`src/rtl/commit_rename_table.sv`:
```
// Committed architectural-to-physical register map: frees superseded physical
// registers on retire and replays the whole map after a pipeline flush.
module commit_rename_table #(
   parameter int NUM_WB_GROUPS = 2,
   parameter bit RENAME_ZERO   = 1'b0,
   localparam int GW = (NUM_WB_GROUPS > 2) ? $clog2(NUM_WB_GROUPS) : 1
) (
   input  logic          clk,
   input  logic          rst,
   input  logic          retire_valid,
   input  logic [4:0]    retire_rd_addr,
   input  logic [5:0]    retire_phys_addr,
   input  logic [GW-1:0] retire_wb_group,
   output logic          free_valid,
   output logic [5:0]    free_phys_addr,
   input  logic          restore_req,
   output logic          restore_valid,
   output logic [4:0]    restore_rd_addr,
   output logic [5:0]    restore_phys_addr,
   output logic [GW-1:0] restore_wb_group,
   output logic          restore_done,
   output logic          ready
);
   localparam int EW = 6 + GW;

   typedef enum logic [1:0] {S_INIT, S_IDLE, S_RESTORE} state_t;

   state_t        state_q, state_d;
   logic [4:0]    idx_q, idx_d;
   logic          free_valid_q, free_valid_d;
   logic [5:0]    free_phys_q, free_phys_d;

   logic [EW-1:0] map_q [32];
   logic          map_we;
   logic [4:0]    map_waddr;
   logic [EW-1:0] map_wdata;

   logic          retire_take;
   logic [5:0]    old_phys;
   logic [EW-1:0] restore_entry;

   assign retire_take   = (state_q == S_IDLE) && retire_valid &&
                          (RENAME_ZERO || (retire_rd_addr != 5'd0));
   assign old_phys      = map_q[retire_rd_addr][EW-1 -: 6];
   assign restore_entry = map_q[idx_q];

   always_comb begin
      state_d      = state_q;
      idx_d        = idx_q;
      free_valid_d = 1'b0;
      free_phys_d  = free_phys_q;
      map_we       = 1'b0;
      map_waddr    = retire_rd_addr;
      map_wdata    = {retire_phys_addr, retire_wb_group};
      case (state_q)
         S_INIT: begin
            // Identity map: architectural register i lives in physical register i.
            map_we    = 1'b1;
            map_waddr = idx_q;
            map_wdata = {1'b0, idx_q, {GW{1'b0}}};
            idx_d     = idx_q + 5'd1;
            if (idx_q == 5'd31) state_d = S_IDLE;
         end
         S_IDLE: begin
            if (retire_take) begin
               map_we       = 1'b1;
               free_valid_d = 1'b1;
               free_phys_d  = old_phys;
            end
            if (restore_req) begin
               idx_d   = 5'd0;
               state_d = S_RESTORE;
            end
         end
         S_RESTORE: begin
            if (restore_req) begin
               idx_d = 5'd0;
            end else begin
               idx_d = idx_q + 5'd1;
               if (idx_q == 5'd31) state_d = S_IDLE;
            end
         end
         default: state_d = S_INIT;
      endcase
   end

   always_ff @(posedge clk) begin
      if (rst) begin
         state_q      <= S_INIT;
         idx_q        <= 5'd0;
         free_valid_q <= 1'b0;
         free_phys_q  <= 6'd0;
      end else begin
         state_q      <= state_d;
         idx_q        <= idx_d;
         free_valid_q <= free_valid_d;
         free_phys_q  <= free_phys_d;
      end
   end

   always_ff @(posedge clk) begin
      if (map_we && !rst) map_q[map_waddr] <= map_wdata;
   end

   assign free_valid        = free_valid_q;
   assign free_phys_addr    = free_phys_q;
   assign ready             = (state_q == S_IDLE);
   assign restore_valid     = (state_q == S_RESTORE);
   assign restore_done      = (state_q == S_RESTORE) && (idx_q == 5'd31);
   assign restore_rd_addr   = idx_q;
   assign restore_phys_addr = restore_entry[EW-1 -: 6];
   assign restore_wb_group  = restore_entry[GW-1:0];

   // Retires are only legal while the map is quiescent.
   retire_in_restore_a: assert property (@(posedge clk) disable iff (rst)
      !((state_q == S_RESTORE) && retire_valid));

endmodule

```
`config.mk`:
```
export PLATFORM = sky130hd
export DESIGN_NAME = commit_rename_table
export DESIGN_NICKNAME = d
export VERILOG_FILES = /design/src/rtl/commit_rename_table.sv
export SDC_FILE = /design/constraint.sdc
export NUM_CORES = 1
export LEC_CHECK = 0
export CAP_MARGIN = 20
export CELL_PAD_IN_SITES_DETAIL_PLACEMENT = 1
export CELL_PAD_IN_SITES_GLOBAL_PLACEMENT = 1
export CORE_ASPECT_RATIO = 0.9
export CORE_MARGIN = 2
export CORE_UTILIZATION = 39
export DETAILED_ROUTE_END_ITERATION = 8
export GPL_TIMING_DRIVEN = 0
export PLACE_DENSITY = 0.63
export RECOVER_POWER = 100
export SYNTH_ARGS = -nofsm -noshare
export SYNTH_HDL_FRONTEND = slang
export SYNTH_SLANG_ARGS = --single-unit
```
`constraint.sdc`:
```
create_clock -name clk -period 6.4 [get_ports clk]
set_input_delay 1.92 -clock clk [delete_from_list [all_inputs] [get_ports clk]]
set_output_delay 1.92 -clock clk [all_outputs]
set_load 0.02 [all_outputs]
```
After elaboration in Yosys (flattened, before gate mapping)
Memories as Yosys holds them, arrays and structs flattened. A register that Yosys moved wholly into a read port is not among the register bits.
Cells that the tools add are included.
- register bits after elaboration: 8
- bits in writable memories: 224
- output and inout port bits: 22
- logic and storage cells: 38
- memories: 1
- add/subtract/negate cells: 1
- equal/unequal tests: 5
- multiplexer cells: 15
- bitwise operators: 1
- reduce and logical (&&, ||, !) cells: 12
- memory list (name ; words ; width ; rd ports ; clocked after Yosys merged registers in ; write ports ; RTL line ; text):
    map_q ; 32 ; 7 ; 2 ; 2 ; 1 ; 33 ; logic [EW-1:0] map_q [32];
- operators with widths (operator ; count):
    $mux W5 ; 5
    $pmux W5 S3 ; 1
    $mux W7 ; 1
    $mux W2 ; 3
    $pmux W2 S3 ; 1
    $reduce_and A2 Y1 ; 3
    $add A5 B1 Y5 const B ; 1
    $eq A5 B5 Y1 const B ; 1
    $reduce_bool A5 Y1 ; 1
    $logic_and A1 B1 Y1 ; 4
    $ne A2 B2 Y1 const B ; 2
    $mux W1 ; 3
    $reduce_bool A3 Y1 ; 1
    $eq A2 B1 Y1 const B ; 1
    $eq A2 B2 Y1 const B ; 1
    $logic_not A2 Y1 ; 1
    $pmux W1 S2 ; 1
    $reduce_or A2 Y1 ; 1
    $logic_not A1 Y1 ; 1
    $not A1 Y1 ; 1

Longest topological paths before layout
Gate-level depths: netlist of the first run.
- depth after elaboration: 8
- mapped depth: 8
- mapped depth without buffers: 7

Least setup slack after synthesis of the first run
OpenSTA, ideal clock, no wires.
- path kind: flip-flop to output port
- from: reg with a tool-made name
- to: out restore_phys_addr[0]
- data arrival time: 2.084 ns
- required time: 4.480 ns
- path slack: 2.396 ns
- cell stages (with the launch flop): 6
- path buffers: 2
- cells stage by stage: dfxtp_1 clkbuf_1 buf_1 mux4_2 mux4_2 mux2_2
- RTL lines (what ; RTL line ; text):
    end, declared ; 19 ; output logic [5:0] restore_phys_addr,

==> results.cfg, run 1 <==
[sta]
max_freq_mhz = 160
hold_violations = 0
fin_skew_ps = 25.7
drv_slew = 32
rsz0062_at_grt = no
fin_hold_ws_ps = 605
finalSetupViolations = 0
fin_crit_ps = 6240
fin_setup_tns_ps = 0
period_share = 0.975
tightest_slew_ps = 2060
slew_headroom = -0.385

[global_route]
grt.total_usage = 0.233
grt_pass1_wl_um = 49500
grt_pass1_vias = 6825
grt_overflow = 0
antenna_found_initial = 0
grt_max_degree = 33

[detailed_routing]
routed_wl_um = 34300
drc = 0
routedWlPerCell_um = 32.3
drtPass1Iterations = 6
routed_via_density = 6.20
drt_iter0_drc = 817
vias = 6593
ant_nets = 0

[power]
max-vdd-ir-drop_v = 0.000198
p_leak_nw = 4.27
powerDensity_mw_per_mm2 = 290

[worst_setup_path]
cp.required_ps = 4480
path_class = flop to output port
crit_path_max_fanout = 10
path_cells = clkbuf_1 -> clkbuf_1 -> mux4_2 -> mux4_2 -> mux2_2 -> dlygate4sd3_1
critPathLaunchType = flop
cpPeakStageDelay_ps = 750
reg2reg_depth = 6
crit_arrival_ps = 4320
crit_slowest_cell = clkbuf_1
setup.worst_path.end_class = output port

[clock_tree]
cts_buffer_depth = 3
clkTransAtPathRegs_ps = 60
cts_buffers = 26
cts.sinks = 243
post_cts_buffers = 0
cts_htree_levels = 1
cts_root_buf = clkbuf_16
cts_tree = yes
clock_latency_ps = 540
ctsHoldBuffers = 0
post_cts_resize_count = 0

[logic_synthesis]
synth_area_leader_cell = edfxtp_1
synth-seq-area-share = 0.636
ys.flop_type = edfxtp_1
mappedNetlistNets = 638
synthCells = 615
synth_top_area_share = 0.602
synthArstFlopShare = 0
synth_area_leaders = edfxtp_1 60%, mux4_2 20%, dfxtp_1 3.4%
ys_warn_count = 0
postSynthAreaPerCell_sq_um = 18.2
ys_ff_latch = 243
synth-edff-count = 224
ys_types = 42
netlist_area_sq_mm = 0.0112

[placement]
place_congestion = 0.970
numPortBuffers = 35
hpwl_um = 24000

[finish]
synthToLayoutAreaGrowth_pct = 16.0
drive_gt1_frac = 0.255
utilization = 0.462
diodes = 0
fill_cells = 2627
fin_nets = 706

[worst_hold_path]
hold_class = flop to flop
min_path_cells = 2

[floorplanning]
die_y_um = 165
rows = 58
dieWidth_um = 182
start_util = 0.398
dieArea_sq_mm = 0.0300
core-area_sq_mm = 0.0281
ioPinCount = 38

[run]
drv_cap = 2

[run_status]
violations = capacitance limit, slew limit
outcome = finished with violations
## registers in the layout (all words and copies together) (netlist names), named ones only
name and cells:
free_phys_addr 6, state_q 2, free_valid 1, map_q 224, restore_rd_addr 5
## cell families (layout without fill, tap and decap cells)
logic type,Yosys count,count (layout),synth area share
adders and majority gates,7,7,0.00783
xor gates and xnor gates,3,3,0.00235
AOI/OAI and AO/OA,64,64,0.0405
DFF,243,243,0.636
and+or+nand+nor,91,91,0.0357
muxes,156,156,0.254
buffers and inverters,51,139,0.0238
## cells in the mapped netlist, types with 3 or more instances
cell type and n:
a21boi_0 3, a21oi_1 9, a221oi_1 4, a22oi_1 6
a2bb2oi_1 4, a31oi_1 6, and2_1 3, buf_1 7
buf_2 9, buf_4 3, buf_6 7, clkbuf_1 13
dfxtp_1 19, edfxtp_1 224, ha_1 7, inv_1 11
mux2_2 23, mux2i_1 33, mux4_2 100, nand2_1 28
nand2b_1 4, nand3_1 3, nor2_1 39, nor2b_1 5
o2111ai_1 4, o21ai_0 11, o221ai_1 6, xnor2_1 3
## metal layers
metal / part of all wire / global-route usage / vias to the layer above
met5: 0 / 0 / -
met2: 0.47 / 0.367 / 293
met3: 0.067 / 0.0300 / 52
li1: - / - / 2690
met4: 0.027 / 0.0634 / 0
met1: 0.44 / 0.345 / 3558
## metrics by stage
step | cells | instance area, sq um | power (W) | setup slack [ps]
floorplan | 615 | 11200 | 0.00197 | 2400
global placement | 1010 | 12000 | 0.00210 | 627
detailed placement | 1015 | 12100 | 0.00212 | 599
CTS | 1063 | 13100 | 0.00379 | 227
global route | 1063 | 13000 | 0.00384 | 90.5
finish | 1063 | 13000 | 0.00376 | 159
## placed cells by master (no fill, tap or decap), types with 4 or more instances in the layout
master and instances:
a21oi_1 9, a221oi_1 4, a22oi_1 6, a2bb2oi_1 4, a31oi_1 6, buf_1 4, buf_2 7, buf_6 7
bufinv_16 6, clkbuf_1 25, clkbuf_16 26, clkbuf_8 5, clkdlybuf4s50_1 6, dfxtp_1 19, dlygate4sd3_1 29, edfxtp_1 224
ha_1 7, inv_1 12, mux2_1 5, mux2_2 18, mux2i_1 33, mux4_2 100, nand2_1 28, nand2b_1 4
nor2_1 39, nor2b_1 5, o2111ai_1 4, o21ai_0 11, o221ai_1 6
## worst paths after layout
check | slack (ps) | from | endpoint
max | 160 | flop | restore_phys_addr[2]
min | 610 | state_q[1] | state_q[1]
max reg2reg | 2530 | state_q[0] | map_q[17][5]
min reg2reg | 610 | state_q[1] | state_q[1]
## area by class of cell
class / instances / area, sq um / area share
Inverter: 12 / 45.0 / 0.00347
Timing Repair Buffer: 40 / 369 / 0.0285
Sequential cell: 243 / 7110 / 0.548
Buffer: 39 / 219 / 0.0169
Clock buffer: 33 / 727 / 0.0560
Clock inverter: 15 / 245 / 0.0189
Multi-Input combinational cell: 321 / 3810 / 0.294
Tap cell: 360 / 450 / 0.0347
## report_power, final
group          switching [W]  internal, W
Sequential        0.00000624      0.00174
Combinational       0.000195     0.000135
Clock               0.000640      0.00105
## worst max-delay path, delay by kind of cell (launching register included)
kind     cells  cell delay [ps]
buf+inv      3             2110
flops        1              360
mux          3             1310
No activity file was read; power rests on OpenSTA's default activity.
==> run 2: changes to the inputs <==
ABC_AREA = 1   (was not set)
HOLD_SLACK_MARGIN = 0.06   (was not set)
PLACE_DENSITY = 0.69   (was 0.63)
==> run 2 against run 1 <==
Against the previous run: the flow still finishes with violations (capacitance limit, slew limit); sequential cell count unchanged; power increased by 2.9%; core utilization decreased by 0.81 points; largest cell class unchanged; first-iteration DRC count increased by 51%.
==> results.cfg, run 2 <==
[power]
p_leak_nw = 5.72
powerDensity_mw_per_mm2 = 275
max-vdd-ir-drop_v = 0.000224

[clock_tree]
cts_htree_levels = 1
cts_buffer_depth = 3
ctsHoldBuffers = 0
clkTransAtPathRegs_ps = 60
clock_latency_ps = 560
cts_root_buf = clkbuf_16
post_cts_resize_count = 0
post_cts_buffers = 0
cts_buffers = 28
cts_tree = yes
cts.sinks = 243

[floorplanning]
die_y_um = 173
ioPinCount = 38
start_util = 0.398
dieWidth_um = 192
core-area_sq_mm = 0.0311
dieArea_sq_mm = 0.0331
rows = 61

[global_route]
antenna_found_initial = 0
grt.total_usage = 0.319
grt_pass1_wl_um = 75300
grt_pass1_vias = 10910
grt_max_degree = 33
grt_overflow = 0

[finish]
fin_cells = 1870
fin_area_sq_mm = 0.0141
diodes = 0
fin_nets = 1464
layout_common_cells = 297 x nand2_1, 224 x edfxtp_1, 174 x nand3_1
top_register = map_q
largest_reg_flops = 224
final_common_cell = nand2_1
synthToLayoutAreaGrowth_pct = 14.0
drive_gt1_frac = 0.0767

[logic_synthesis]
synth-seq-area-share = 0.575
ys_ff_latch = 243
ys_warn_count = 0
postSynthAreaPerCell_sq_um = 8.99
synthCells = 1375
synth-edff-count = 224
synth_area_leader_cell = edfxtp_1
synth_area_leaders = edfxtp_1 54%, nand2_1 9.0%, nand3_1 6.9%
synthArstFlopShare = 0
synth_top_area_share = 0.544
ys_types = 28
mappedNetlistNets = 1398
yosysMostFrequentCell = nand2_1
yosys-top-cells-count = 295 x nand2_1, 224 x edfxtp_1, 171 x nand3_1
ys.flop_type = edfxtp_1
netlist_area_sq_mm = 0.0124

[worst_setup_path]
cp.buffers_inverters = 2
path_cells = clkbuf_1 -> o21ai_0 -> o211ai_1 -> nand3_1 -> nand2_1 -> nand2_1 -> nand2_1 -> dlygate4sd3_1
crit_top_cell = nand2_1
crit_path_max_fanout = 10
setup.worst_path.end_class = output port
path_class = flop to output port
crit_arrival_ps = 3760
critPathLaunchType = flop
crit_slowest_cell = clkbuf_1
cpPeakStageDelay_ps = 750
critPathTopFamily = buffers and inverters
cp.required_ps = 4480

[detailed_routing]
drt_iter0_drc = 1233
drtPass1Iterations = 5
ant_nets = 0
drc = 0
routed_via_density = 5.91
vias = 11046
routed_wl_um = 53000
routedWlPerCell_um = 28.3

[sta]
tightest_slew_ps = 2840
fin_hold_ws_ps = 557
hold_violations = 0
fin_crit_ps = 5680
rsz0062_at_grt = no
drv_slew = 132
fin_setup_tns_ps = 0
max_freq_mhz = 176
finalSetupViolations = 0
fin_skew_ps = 18.2
period_share = 0.888
slew_headroom = -0.902

[worst_hold_path]
hold_class = flop to flop

[run]
drv_cap = 4

[placement]
place_area_sq_mm = 0.0133
hpwl_um = 37300
place_congestion = 0.979
dp_cells = 1820
numPortBuffers = 33

[run_status]
violations = capacitance limit, slew limit
outcome = finished with violations
## run 2: cell types whose count changed after synthesis, moves of 33 or more
| cell | previous run | this run |
|---|---|---|
| nand3_1 | 3 | 171 |
| mux4_2 | 100 | 0 |
| o21ai_0 | 11 | 141 |
| nor2_1 | 39 | 110 |
| a21oi_1 | 9 | 69 |
| o211ai_1 | 0 | 40 |
| mux2i_1 | 33 | 0 |
| nand2_1 | 28 | 295 |
| inv_1 | 11 | 164 |
## run 2: layout make-up
type	instances	area [sq um]
timing repair buffer	36	342
tap	409	512
clock buffer	40	807
clock inverter	10	101
sequential	243	7110
buffer	85	528
multi-input combinational	876	4050
inverter	171	647
fill	3600	17000
## run 2: cell families after synthesis
family | count (synthesis) | share of synthesized area
compound gates | 278 | 0.123
fa+ha+maj | 7 | 0.00708
buf+inv | 256 | 0.0950
flops | 243 | 0.575
simple gates | 591 | 0.200
## run 2: final timing paths
path	start	endpoint	slack, ps	cells past startpoint
worst min-delay path	free_phys_addr[1]	free_phys_addr[1]	560	2
worst max register to register	state_q[1]	map_q[7][3]	2590	5
worst max-delay path	flop	restore_phys_addr[4]	720	8
worst min register to register	free_phys_addr[1]	free_phys_addr[1]	560	2
## run 2: power breakdown
part / internal [W] / leakage [nW] / switching [W] / total [W]
registers: 0.00174 / 2.22 / 0.00000961 / 0.00175
logic: 0.000131 / 3.07 / 0.000377 / 0.000507
clock network: 0.000949 / 0.439 / 0.000665 / 0.00161
total: 0.00282 / 5.72 / 0.00105 / 0.00387
## run 2: metrics by stage
step | setup slack (ps) | utilization | power, W
floorplan | 2980 | - | 0.00204
global placement | 1290 | 0.425 | 0.00227
detailed placement | 1500 | 0.429 | 0.00228
CTS | 889 | 0.458 | 0.00388
global route | 631 | 0.454 | 0.00396
finish | 718 | 0.454 | 0.00387
## run 2: worst register-to-register path: cells and delay by family, from the launching register on
family        cells  cell delay, ps
fa+ha+maj         1             310
buf+inv           2             380
flops             1             330
simple gates      2            2150
## run 2: per-layer routing
layer | global-route usage | share of wire | routed length, um | vias up
li1 | - | - | - | 4784
met1 | 0.461 | 0.43 | 22600 | 5494
met2 | 0.482 | 0.44 | 23200 | 628
met3 | 0.0465 | 0.091 | 4840 | 140
met4 | 0.121 | 0.043 | 2290 | 0
met5 | 0 | 0 | 0 | -
==> RTL edit 1: new RTL, flow settings as in run 2 <==
Set the parameter `NUM_WB_GROUPS` to 8 (it was 2).
--- a/src/rtl/commit_rename_table.sv
+++ b/src/rtl/commit_rename_table.sv
@@ -1,7 +1,7 @@
 // Committed architectural-to-physical register map: frees superseded physical
 // registers on retire and replays the whole map after a pipeline flush.
 module commit_rename_table #(
-   parameter int NUM_WB_GROUPS = 2,
+   parameter int NUM_WB_GROUPS = 8,
    parameter bit RENAME_ZERO   = 1'b0,
    localparam int GW = (NUM_WB_GROUPS > 2) ? $clog2(NUM_WB_GROUPS) : 1
 ) (
Interface: changed (resized restore_wb_group and retire_wb_group); port bits go from 38 to 42. The function was not compared with the original's and may differ.
==> RTL edit 1 against run 2 <==
- area after synthesis up 19%
- wire length up 26%
- the flow still finishes with violations (capacitance limit, slew limit)
- final area up 21%
- via count up 19%
- sequential cell count up 64
- sequential share of layout area up 2.5 points
- highest routed layer unchanged
- die area up 19%
- worst setup slack worse by 0.34 ns
Power is not compared: it rests on default switching activity, and its combinational part moved more than twofold at a synthesized area within 25%.
==> RTL edit 1: results (changes against run 2) <==
status=finished, violations left; failing checks=capacitance limit, slew limit; initial antenna violation count=3 (+3); met3 usage=8.45% (+3.8 points); Routability Congestion=0.962 (-1.7%); maxcap violations=3 (-1); Routed met3 length=7850 um (+62%); fraction of layout cells with a size suffix above 1=7.38% (-0.28 points); WL/cell=30.7 um (+8.5%); Synthesized Nets=1595 (+14%); H-tree depth=2 (+1); overall routing resource usage=33.9% (+2.0 points); Post-Layout Cell Count=2178 (+16%); Synth cell types=24 (-14%); fin. max-slew vios=99 (-25%); Fillers=4239 (+18%); met1 Use GR=46.6% (+0.48 points); DRT met1 WL=27100 um (+20%); hold endpoint=free_phys_addr[3]; most frequent cells after synthesis=nand2_1 (317), edfxtp_1 (288), nand3_1 (185), o21ai_0 (165), inv_1 (164); min-delay src=free_phys_addr[3]; cts bufs inserted=37 (+32%); Seq/Total Area, Yosys=61.1% (+3.7 points); Final Cycle Share=94.1% (+5.3 points); number of synthesized flops with an enable pin=288 (+29%); max FFs per register=288 (+29%); global-route wire length before repair=93500 um (+24%); Area after DPL=16000 um2 (+20%); PD cells=424 nW/um2; IO Port Bufs=37 (+12%); Clock Power Share=30.8%; top post-synthesis cells by area=edfxtp_1 (59%), nand2_1 (8.1%), nand3_1 (6.3%), o21ai_0 (5.6%), inv_1 (4.2%); Initial DRC Count=1856 (+51%); placed cells=2100 (+15%); HPWL after DPL=46100 um (+24%); grt met2 use=50.5% (+2.3 points); drt first pass iters=6 (+1); reg2reg end=map_q[4][5]; Final nets=1691 (+16%); Arrival @ worst endpoint=4.10 ns (+0.34 ns); clock skew=0.0320 ns (+0.0138 ns); Rel. slew slack=-85.8% (+4.3 points)
[RTL edit 1: area by class of cell]
cell class,count,area [um2],area share [%]
Timing Repair Buffer,57,445,2.61
Tap cell,483,604,3.54
Buffer,100,493,2.89
Multi-Input combinational cell,989,4590,26.9
Clock inverter,22,277,1.62
Sequential cell,307,9030,52.9
Antenna cell,2,5.00,0.0293
Inverter,174,653,3.83
Clock buffer,44,962,5.64
[RTL edit 1: how the worst max path moves through the flow]
stage,from,endpoint,slack [ns],cells after the start
after floorplan,retire_rd_addr[1],map_q[11][0],2.83,7
after detailed placement,retire_rd_addr[4],map_q[4][0],1.11,7
after CTS,register,restore_wb_group[2],0.67,9
final,register,restore_wb_group[2],0.38,9
after global placement,retire_rd_addr[4],map_q[23][2],1.03,7
after global routing,register,restore_wb_group[2],0.47,9
[RTL edit 1: worst max-delay path, stage by stage, from the launching register on]
cell and delay [ns]:
dfxtp_1 0.54, buf_4 0.24, clkbuf_1 0.83, o21ai_0 0.27, o221ai_1 0.31, nand3_1 0.32, nand2_1 0.15, nand2_1 0.09
nand2_1 0.11, dlygate4sd3_1 0.68
[RTL edit 1: through the flow]
step           hold slack, ns  setup WS [ns]
6_report                0.557          0.376
5_1_grt                 0.600          0.465
4_1_cts                 0.552          0.673
3_5_place_dp            0.528           1.11
3_3_place_gp            0.532           1.03
2_1_floorplan           0.513           2.83
[RTL edit 1: kinds of logic (layout without fill, tap and decap cells)]
kind of cell	count (synthesis)	count (layout)	synth area share (%)
adders and majority gates	7	7	0.593
buffers and inverters	274	397	7.77
and+or+nand+nor	657	657	18.3
DFF	307	307	61.1
AOI/OAI and AO/OA	325	325	12.2
other	0	2	0
==> RTL edit 2: new RTL, config.mk and constraints of run 2 <==
Without the edit above. The 3 states of `state_t` get a one-hot encoding in 3 bits.
--- a/src/rtl/commit_rename_table.sv
+++ b/src/rtl/commit_rename_table.sv
@@ -23,7 +23,7 @@
 );
    localparam int EW = 6 + GW;
 
-   typedef enum logic [1:0] {S_INIT, S_IDLE, S_RESTORE} state_t;
+   typedef enum logic [2:0] {S_INIT = 3'b001, S_IDLE = 3'b010, S_RESTORE = 3'b100} state_t;
 
    state_t        state_q, state_d;
    logic [4:0]    idx_q, idx_d;
Function: no difference found for any inputs over 10 cycles, from zero or initial values and one cycle with rst high; not proved beyond that.
==> RTL edit 2 against run 2 <==
- the run still ends with capacitance limit, slew limit left
- area after synthesis shrank 1.1%
- non-clock buffer count grew 2
- final area shrank 0.87%
- worst setup slack lost 0.24 ns
- critical path type unchanged
- synthesized cell count shrank 0.80%
- sequential cell count grew 1
- power grew 0.16%
- wire length grew 2.0%
- first-iteration DRC count shrank 5.0%
- largest power group unchanged
==> RTL edit 2: results (changes against run 2) <==
status=finished, violations left; failing checks=capacitance limit, slew limit; Post-Layout Cell Count=1862 (-0.43%); Worst Setup EP=restore_phys_addr[5]; IO Port Bufs=34 (+3.0%); r2r setup slk=3.28 ns (+0.69 ns); Arrival @ worst endpoint=4.00 ns (+0.24 ns); grt met2 use=50.3% (+2.1 points); WL/cell=29.0 um (+2.5%); Routability Congestion=0.975 (-0.45%); maxcap violations=3 (-1); reg2reg end=map_q[11][1]; Synth cell types=31 (+11%); Clock Path Buffers=3 (unchanged); static leakage=5.61 nW (-2.1%); met3 usage=9.19% (+4.5 points); Post-Syn Instances=1364 (-0.80%); Worst Tran Pin Value=1.68 ns (-1.17 ns); crit-path max cell delay=0.87 ns (+0.12 ns); drt first pass iters=6 (+1); most frequent cells after synthesis=nand2_1 (296), edfxtp_1 (224), nand3_1 (176), o21ai_0 (157), inv_1 (155); vias per std cell=5.92 (+0.18%); overall routing resource usage=33.1% (+1.3 points); Initial DRC Count=1171 (-5.0%); Final nets=1450 (-0.96%); worst r2r src=state_q[2]; hold endpoint=free_phys_addr[2]; Peak VDD IR=0.000253 V (+13%); Seq/Total Area, Yosys=58.3% (+0.81 points); met2 wire length=23400 um (+0.94%); HPWL after DPL=37700 um (+1.3%); fin. max-slew vios=99 (-25%); global-route wire length before repair=75900 um (+0.89%); vias in the first global route=11000 (+1.2%); DRT met1 WL=22000 um (-2.9%); Routed met3 length=5460 um (+13%); met1 Use GR=43.3% (-2.8 points)
RTL edit 2: cell families after synthesis:
family | count (synthesis) | share of synthesized area (%)
flip-flops | 244 | 58.3
buffers and inverters | 251 | 8.47
adder cells (fa/ha/maj) | 2 | 0.205
AO/OA/AOI/OAI | 280 | 12.7
AND/OR/NAND/NOR | 587 | 20.3
RTL edit 2: worst max-delay path, delay by kind of cell, from the launching register on:
family,cells,cell delay (ns)
buf+inv,3,1.94
simple gates,6,0.66
flops,1,0.57
compound gates,2,0.25
RTL edit 2: cell type report:
class / instances / area, um2
Timing Repair Buffer: 38 / 355
Clock buffer: 38 / 830
Fill cell: 3625 / 16900
Multi-Input combinational cell: 869 / 4020
Antenna cell: 1 / 2.50
Tap cell: 409 / 512
Sequential cell: 244 / 7130
Buffer: 85 / 405
Clock inverter: 12 / 92.6
Inverter: 166 / 626
RTL edit 2: stage by stage:
step | util [%] | setup slack, ns | hold slack, ns | power, mW | instance area (um2)
6_report | 45.2 | 0.483 | 0.540 | 3.88 | 14000
5_1_grt | 45.2 | 0.443 | 0.586 | 3.95 | 14000
4_1_cts | 45.6 | 0.998 | 0.550 | 3.86 | 14100
3_5_place_dp | 42.6 | 1.60 | 0.540 | 2.28 | 13200
3_3_place_gp | 42.3 | 1.61 | 0.527 | 2.27 | 13100
2_1_floorplan | - | 2.94 | 0.503 | 2.04 | 12200
RTL edit 2: where the power goes:
part	leakage (nW)	internal, mW	switching [mW]	total (mW)
Clock	0.448	0.944	0.670	1.61
Sequential	2.16	1.75	0.00756	1.75
Combinational	3.00	0.123	0.388	0.510
